[config.mk]
export PLATFORM = sky130hd
export DESIGN_NAME = apb_slave
export DESIGN_NICKNAME = d
export VERILOG_FILES = /design/src/rtl/apb_slave.sv
export SDC_FILE = /design/constraint.sdc
export NUM_CORES = 1
export LEC_CHECK = 0
export ABC_AREA = 1
export CAP_MARGIN = 10
export CORE_MARGIN = 1
export CORE_UTILIZATION = 45
export CTS_CLUSTER_DIAMETER = 50
export DETAILED_ROUTE_END_ITERATION = 8
export DONT_BUFFER_PORTS = 1
export PLACE_DENSITY_LB_ADDON = 0.15
export SETUP_SLACK_MARGIN = 0.02
export SLEW_MARGIN = 20
export SYNTH_ARGS = -nofsm -noshare
export SYNTH_HDL_FRONTEND = slang
export SYNTH_SLANG_ARGS = --single-unit
[constraint.sdc]
create_clock -name PCLK -period 1.9 [get_ports PCLK]
set_input_delay 0.285 -clock PCLK [delete_from_list [all_inputs] [get_ports PCLK]]
set_output_delay 0.285 -clock PCLK [all_outputs]
set_load 0.05 [all_outputs]
[src/rtl/apb_slave.sv]
// apb_slave: APB completer with NUM_REGS x DATA_WIDTH registers, WAIT_STATES wait cycles per transfer.
// Define APB_SLAVE_PSLVERR_EN to add a PSLVERR port flagging out-of-range accesses.
module apb_slave #(
  parameter int ADDR_WIDTH  = 32,
  parameter int DATA_WIDTH  = 32,
  parameter int NUM_REGS    = 16,
  parameter int WAIT_STATES = 0
) (
  input  logic                  PCLK,
  input  logic                  PRESETn,
  input  logic                  PSEL,
  input  logic                  PENABLE,
  input  logic                  PWRITE,
  input  logic [ADDR_WIDTH-1:0] PADDR,
  input  logic [DATA_WIDTH-1:0] PWDATA,
  output logic [DATA_WIDTH-1:0] PRDATA,
  output logic                  PREADY
`ifdef APB_SLAVE_PSLVERR_EN
  ,
  output logic                  PSLVERR
`endif
);
  localparam int IDX_W = $clog2(NUM_REGS);
  localparam int CNT_W = (WAIT_STATES > 0) ? $clog2(WAIT_STATES + 1) : 1;
  localparam logic [CNT_W-1:0]      CNT_MAX  = CNT_W'(WAIT_STATES);
  localparam logic [ADDR_WIDTH-1:0] ADDR_END = ADDR_WIDTH'(NUM_REGS * 4);

  logic [DATA_WIDTH-1:0] regs_q [NUM_REGS];
  logic [DATA_WIDTH-1:0] regs_d [NUM_REGS];
  logic [CNT_W-1:0]      wait_cnt_q;
  logic [CNT_W-1:0]      wait_cnt_d;
  logic                  active;
  logic                  in_range;
  logic                  ready;
  logic [IDX_W-1:0]      idx;

  assign active   = PSEL & PENABLE;
  assign in_range = (PADDR < ADDR_END);
  assign idx      = PADDR[2 +: IDX_W];
  // PRESETn is active-high here; it masks completion so an in-flight write is dropped.
  assign ready    = ~PRESETn & active & (wait_cnt_q == CNT_MAX);

  always_comb begin
    wait_cnt_d = wait_cnt_q;
    regs_d     = regs_q;
    if (!PSEL || ready) begin
      wait_cnt_d = '0;
    end else if (active && (wait_cnt_q != CNT_MAX)) begin
      wait_cnt_d = wait_cnt_q + 1'b1;
    end
    if (ready && PWRITE && in_range) begin
      regs_d[idx] = PWDATA;
    end
  end

  always_ff @(posedge PCLK) begin
    if (PRESETn) begin
      wait_cnt_q <= '0;
      for (int i = 0; i < NUM_REGS; i++) begin
        regs_q[i] <= '0;
      end
    end else begin
      wait_cnt_q <= wait_cnt_d;
      regs_q     <= regs_d;
    end
  end

  assign PREADY = ready;
  assign PRDATA = (~PRESETn & PSEL & ~PWRITE & in_range) ? regs_q[idx] : '0;

`ifdef APB_SLAVE_PSLVERR_EN
  assign PSLVERR = ready & ~in_range;
`endif

endmodule

==> Word-level counts from Yosys, hierarchy flattened <==
Cells that the tools add are included.
{ "classes": {"addsub": 1, "n_mul": 0, "n_div": 0, "magnitude_cmp": 3, "n_eq_ne": 0, "shift": 0, "mux": 7, "n_bitwise": 10, "reduce_logical": 7} }
{ "op_table": {"columns": ["op", "count"], "rows": [
  ["512-bit bitwise mux", 1],
  ["32-bit binary-select mux with 4-bit select", 1],
  ["32-bit demux with 4-bit select", 1],
  ["32-bit two-way mux", 4],
  ["32-bit by 7-bit less-than comparator with 1-bit output, second input constant", 1],
  ["1-bit bitwise AND", 6],
  ["5-bit greater-or-equal comparator, second input constant", 1],
  ["5-bit by 1-bit less-than comparator with 1-bit output, second input constant", 1],
  ["4-bit inverter with 5-bit output", 1],
  ["1-bit logical AND", 4],
  ["1-bit inverter", 3],
  ["2-bit OR reduction", 1],
  ["1-bit adder, second input constant", 1],
  ["1-bit zero test", 1],
  ["1-bit logical OR", 1]
]} }
{ "word_totals": {"reg_bits": 513, "latchBits": 0, "mem_bits_rw": 0, "mem_bits_ro": 0, "input_bits": 69, "output_inout_bits": 33, "elab_cells": 45, "n_memories": 0} }

==> Depth between registers and ports, before layout <==
Gate-level depths: netlist of the first run.
{ "depth": {"depth_word": 6, "ltp_mapped": 11, "depth_no_buf": 9} }

==> Worst setup path before layout of the first run <==
OpenSTA, ideal clock, no wires.
{ "synth_timing": {"path_kind": "input to output", "startpoint": "input port PADDR[24]", "endpoint": "output port PRDATA[21]", "t_arrival_ns": 2.369, "path_slack_ns": -0.754, "cell_stages": 8, "path_buffers": 2, "cell_sequence": "or2_1 > nor2_1 > nand2_1 > nor2_4 > buf_6 > nand3_2 > buf_2 > nor3_1"} }
{ "synth_between": {"elab_chain_cells": 3} }
{ "synth_lines": {"columns": ["item", "line", "text"], "rows": [
  ["from (decl)", "14", "input logic [ADDR_WIDTH-1:0] PADDR,"],
  ["32-bit by 7-bit less-than comparator with 1-bit output", "38", "assign in_range = (PADDR < ADDR_END);"],
  ["1-bit bitwise AND", "69", "assign PRDATA = (~PRESETn & PSEL & ~PWRITE & in_range) ? regs_q[idx] : '0;"],
  ["32-bit two-way mux", "69", null],
  ["to (decl)", "16", "output logic [DATA_WIDTH-1:0] PRDATA,"]
]} }
No other way between the ends.

==> Worst setup path in the final report of the first run <==
{ "layout_timing": {"startpoint": "register regs_q[208] in the netlist's numbering", "endpoint": "output port PRDATA[16]"} }
{ "layout_between": {"elab_chain_cells": 4} }
{ "layout_lines": {"columns": ["item", "line", "text"], "rows": [
  ["from (decl)", "28", "logic [DATA_WIDTH-1:0] regs_q [NUM_REGS];"],
  ["from (signal assigned)", "64", "regs_q <= regs_d;"],
  ["32-bit binary-select mux with 4-bit select", "69", null],
  ["32-bit two-way mux (implied by the code) (2 in a row)", "69", null],
  ["32-bit two-way mux", "69", null]
]} }
No other way between the ends. The select of a mux whose other input is x is not followed.

==> results of run 1 <==
-- cells in the final DEF (no fill, tap or decap), types with 31 or more instances in the layout --
cell	count
buf_6	31
buf_4	148
a21oi_2	45
a21oi_1	82
dfxtp_1	355
buf_12	101
o21ai_1	54
inv_1	1047
nand4_1	512
dfxtp_2	158
nor3_4	31
nand2_1	1175
clkbuf_16	74
nor2_1	636
nand2_2	48
o22ai_1	115
-- critical path: cells and delay by family, from the launching register on --
| kind | cells | cell delay (ns) |
|---|---|---|
| AND/OR/NAND/NOR | 5 | 0.54 |
| flip-flops | 1 | 0.34 |
| buffers and inverters | 1 | 0.20 |
| AO/OA/AOI/OAI | 1 | 0.10 |
-- area by class of cell --
| class | count | area (sq um) |
|---|---|---|
| fill | 6334 | 28200 |
| multi-input combinational | 2792 | 13600 |
| sequential | 513 | 10500 |
| inverter | 1070 | 4030 |
| timing repair buffer | 284 | 3530 |
| clock buffer | 100 | 2030 |
| tap | 846 | 1060 |
| clock inverter | 22 | 241 |
| antenna | 2 | 5.00 |
-- routing by layer --
metal	GRT usage (%)	vias to the layer above	part of all wire (%)	wire length (um)
met1	43.3	12900	44	45600
met2	50.6	1065	44	46400
met3	5.29	255	7.7	8000
met5	0	-	0.031	32
met4	13.5	4	4.1	4300
li1	-	14500	-	-
-- cells by family after synthesis --
family | Yosys count | share of synthesized area, %
AO/OA/AOI/OAI | 319 | 6.14
buffers and inverters | 1441 | 20.5
flip-flops | 513 | 35.8
AND/OR/NAND/NOR | 2473 | 37.6
-- per-stage QoR --
step / cell area (sq um) / hold WS (ns) / setup TNS (ns) / setup slack [ns]
floorplan: 29100 / 0.361 / -3.93 / -0.135
global placement: 31800 / 0.364 / -10.38 / -0.0887
finish: 34900 / 0.164 / -3.78 / -0.188
detailed placement: 31800 / 0.366 / -10.01 / -0.0845
CTS: 34600 / 0.150 / -4.25 / -0.205
global route: 34900 / 0.183 / -6.09 / -0.258
-- flip-flops by register name (all words and copies together) (netlist names) --
signal      count
regs_q        512
wait_cnt_q      1
-- repair_timing --
item / in CTS / in global routing
endpoints found under the hold margin: 16 / 0
hold buffers: 3 / 0
resized for setup: 255 / 147
pin swaps: 156 / 97
buffers inserted: 3 / 4
endpoints found under the setup margin: 32 / 32
-- power breakdown --
group | switching [uW] | internal, uW | total, uW | leakage [uW]
clock network | 5220 | 7870 | 13100 | 0.00109
logic | 1690 | 760 | 2450 | 0.0110
registers | 0.000000798 | 10800 | 10800 | 0.00421
total | 6910 | 19400 | 26300 | 0.0163
-- final timing paths --
kind | depth (start not counted) | slack (ns) | from | endpoint
min reg2reg | 4 | 0.50 | regs_q[204]$_SDFFE_PP0P_ | regs_q[204]$_SDFFE_PP0P_
max reg2reg | 8 | 0.23 | wait_cnt_q$_SDFFE_PP0P_ | regs_q[16]$_SDFFE_PP0P_
max | 7 | -0.19 | regs_q[208]$_SDFFE_PP0P_ | PRDATA[16]
min | 5 | 0.16 | PWDATA[4] | regs_q[68]$_SDFFE_PP0P_
==> results.cfg, run 1 <==
[yosys]
ys_types = 26
synth_nets = 4815
synthCells = 4746
async_flop_share_pct = 0
ys_seq_elements = 513
netlist_area_sq_um = 28700
synth-edff-count = 0
yosysMostFrequentCell = nand2_1
ys_seq_area_share_pct = 35.8
synthTopCellsByCount = 1,230 x nand2_1, 1,065 x inv_1, 672 x nor2_1
synth_largest_area_cell = dfxtp_1
synth_ff_type = dfxtp_1
avgSynthCellArea_sq_um = 6.05
synth_area_leaders = dfxtp_1 36%, nand2_1 16%, inv_1 14%
synth_top_cell_area_share_pct = 35.8
yosys_warnings = 0

[floorplan]
core_sq_um = 63100
die_w_um = 255
ios = 102
fp-row-count = 92
dieHeight_um = 255
initial_core_util_pct = 45.5
die-area_sq_um = 64800

[global_route]
grt_max_degree = 97
grt_overflow = 0
grt_use_total_pct = 32.1
grt_pass1_wl_um = 158000
antenna_found_initial = 4
grt_pass1_vias = 25800

[clock_network]
ctsRootBufferMaster = clkbuf_16
cts.sinks = 513
clock_latency_ns = 0.61
cts_buffers = 70
cts_buffer_depth = 3
cts_max_level = 3
path_clk_slew_ns = 0.06
cts_tree = built

[placement]
port_buffers = 0
place_congestion = 0.823
place_hpwl_um = 62900
dpl.cell_count = 5495

[status]
outcome = complete, but fails checks
violations = setup timing

[critical_path]
start_kind = flop
crit_type = reg2out
critPathRequiredTime_ns = 1.62
critPathMaxStageDelay_ns = 0.34
end_kind = primary output
crit_path_cell_trace = nor2_1 -> a21oi_2 -> nand2_1 -> nand2_1 -> nand2_2 -> nor3_4 -> buf_6
crit_path_frequent_cell = nand2_1
crit_slowest_cell = dfxtp_1
critPathArrivalTime_ns = 1.80
worstPathMaxFanout = 2

[detailed_routing]
final_antenna_net_count = 0
drcViolationCount = 0
detail_route.first_pass.iterations = 6
avgRoutedWirePerCell_um = 18.5
vias_per_cell = 5.09
num_vias = 28700
routed_wl_um = 104000
drt_iter0_drc = 2633

[timing]
timing.final.crit_share_pct = 110
min_period_ns = 2.09
fmax_mhz = 479
setup_viol = 32
clock_skew_ns = 0.0230
slew_viol_final = 0
final.setup.worst_slack_ns = -0.188
rsz0062_at_grt = true
hold_violations = 0
worst_slew_pin_slew_ns = 0.767
relSlewSlack_pct = 48.8

[final_layout]
layout.nets = 4800
post-route-util_pct = 55.3
syn_to_final_growth_pct = 21.6
instances_no_fill = 5629
drive_above_1_share_pct = 16.1

[power_and_ir_drop]
powerDensity_nw_per_um2 = 753
total_power_uw = 26300
vdd_drop_max_v = 0.000567
leakagePower_uw = 0.0163

[min_path]
hold_path.class = in2reg

[job]
maxCapViolCount = 0
Power figures use the tool's default switching activity.
==> run 2: changes to the inputs <==
MAX_ROUTING_LAYER = met4   (was unset)
clock period = 2 ns   (was 1.9 ns; I/O delays follow)
==> results.cfg, run 2 (synthesis gave the netlist of run 1 again) <==
[floorplan]
ios = 102
die-area_sq_um = 64800
core_sq_um = 63100
die_w_um = 255
fp-row-count = 92
dieHeight_um = 255
initial_core_util_pct = 45.5

[timing]
worst_slew_pin_slew_ns = 0.733
timing.final.crit_share_pct = 109
rsz0062_at_grt = true
slew_viol_final = 0
hold_violations = 0
min_period_ns = 2.19
clock_skew_ns = 0.0322
setup_viol = 27
fmax_mhz = 457
final.setup.worst_slack_ns = -0.186
relSlewSlack_pct = 51.1

[clock_network]
cts.sinks = 513
cts_buffers = 70
clock_latency_ns = 0.63
cts_tree = built
path_clk_slew_ns = 0.06
ctsRootBufferMaster = clkbuf_16
cts_buffer_depth = 3
cts_max_level = 3

[final_layout]
top_register = regs_q
largest_reg_flops = 512
final_cell_mix = 1,176 x nand2_1, 1,042 x inv_1, 630 x nor2_1
drive_above_1_share_pct = 17.4
fill_cells = 6313
layout_commonest_cell = nand2_1
post-route-util_pct = 55.8
syn_to_final_growth_pct = 22.6
layout.nets = 4787
largestRegisters = regs_q (512), wait_cnt_q (1)

[placement]
pre_cts_ws_ns = -0.105
place_hpwl_um = 63700
place_congestion = 0.852
port_buffers = 0

[power_and_ir_drop]
leakagePower_uw = 0.0164
total_power_uw = 25800
vdd_drop_max_v = 0.000680
powerDensity_nw_per_um2 = 733

[status]
violations = setup timing
outcome = complete, but fails checks

[detailed_routing]
routed_wl_um = 107000
drcViolationCount = 0
vias_per_cell = 5.14
detail_route.first_pass.iterations = 5
avgRoutedWirePerCell_um = 19.0
final_antenna_net_count = 0
num_vias = 28900
drt_iter0_drc = 2555

[global_route]
antenna_found_initial = 9
grt_pass1_vias = 26200
grt_busiest_layer = met2
grt_max_degree = 100
grt_use_met3_pct = 5.28
grt_overflow = 0
grt_use_total_pct = 33.4
grt_pass1_wl_um = 160000
met1_usage_pct = 43.7
grt_util_met2_pct = 51.8

[critical_path]
cp_top_family = flip-flops
critPathRequiredTime_ns = 1.70
crit_buf_inv = 2
worstPathMaxFanout = 2
crit_path_cell_trace = o22ai_2 -> o21ai_1 -> buf_4 -> nand2_4 -> nor3_4 -> buf_6
critPathMaxStageDelay_ns = 0.36
r2r_start = wait_cnt_q$_SDFFE_PP0P_
end_kind = primary output
start_kind = flop
critPathLaunch = regs_q[412]$_SDFFE_PP0P_
critPathArrivalTime_ns = 1.89
crit_type = reg2out
crit_slowest_cell = dfxtp_2

[min_path]
hp-start = PWDATA[3]
hold_path.class = in2reg

[job]
maxCapViolCount = 0
run 2: cell types whose count changed in the layout (fill, tap and decap cells not counted), sizes merged:
cell,change
clkbuf,-2
bufinv,+4
diode,+7
inv,+3
buf,-14
clkinvlp,+1
run 2: worst register-to-register path: cells and delay by family, from the launching register on:
family,cells,cell delay (ns)
flops,1,0.29
simple gates,5,0.57
buf+inv,5,0.76
run 2: worst paths after layout:
| path | end | slack, ns | cells past startpoint |
|---|---|---|---|
| min reg2reg | regs_q[278]$_SDFFE_PP0P_ | 0.50 | 4 |
| max reg2reg | regs_q[314]$_SDFFE_PP0P_ | 0.32 | 10 |
| max | PRDATA[28] | -0.19 | 6 |
| min | regs_q[99]$_SDFFE_PP0P_ | 0.17 | 5 |
run 2: what timing repair did:
action | 4_1_cts | 5_1_grt
buffers inserted | 4 | 10
hold endpoints to repair | 29 | 0
cloned | 0 | 1
gates resized for setup | 260 | 199
pin swaps | 150 | 133
hold buffers | 3 | 0
setup endpoints to repair | 32 | 32
run 2: layer usage:
layer | vias up | share of wire (%)
li1 | 14400 | -
met1 | 13200 | 44
met2 | 1112 | 45
met3 | 230 | 8.0
met4 | 0 | 3.6
met5 | - | 0
run 2: power by group:
group | total, uW | internal [uW] | switching [uW]
Sequential | 10200 | 10200 | 0.000000806
Clock | 13200 | 8110 | 5100
Combinational | 2370 | 741 | 1630
run 2: final cells by class:
cell class	count	area (sq um)	area share, %
Tap cell	846	1060	3.01
Sequential cell	513	10500	29.8
Multi-Input combinational cell	2792	13700	38.9
Antenna cell	9	22.5	0.0640
Clock inverter	30	380	1.08
Clock buffer	97	2050	5.82
Timing Repair Buffer	271	3470	9.87
Inverter	1070	4030	11.4
run 2: stage by stage:
stage	cell area (sq um)	TNS [ns]	instances	hold slack (ns)
floorplan	29100	-1.71	4746	0.376
global placement	31600	-1.38	5474	0.383
detailed placement	31600	-2.79	5474	0.385
CTS	34600	-1.67	5608	0.149
global route	35200	-3.21	5627	0.187
finish	35200	-1.53	5628	0.171
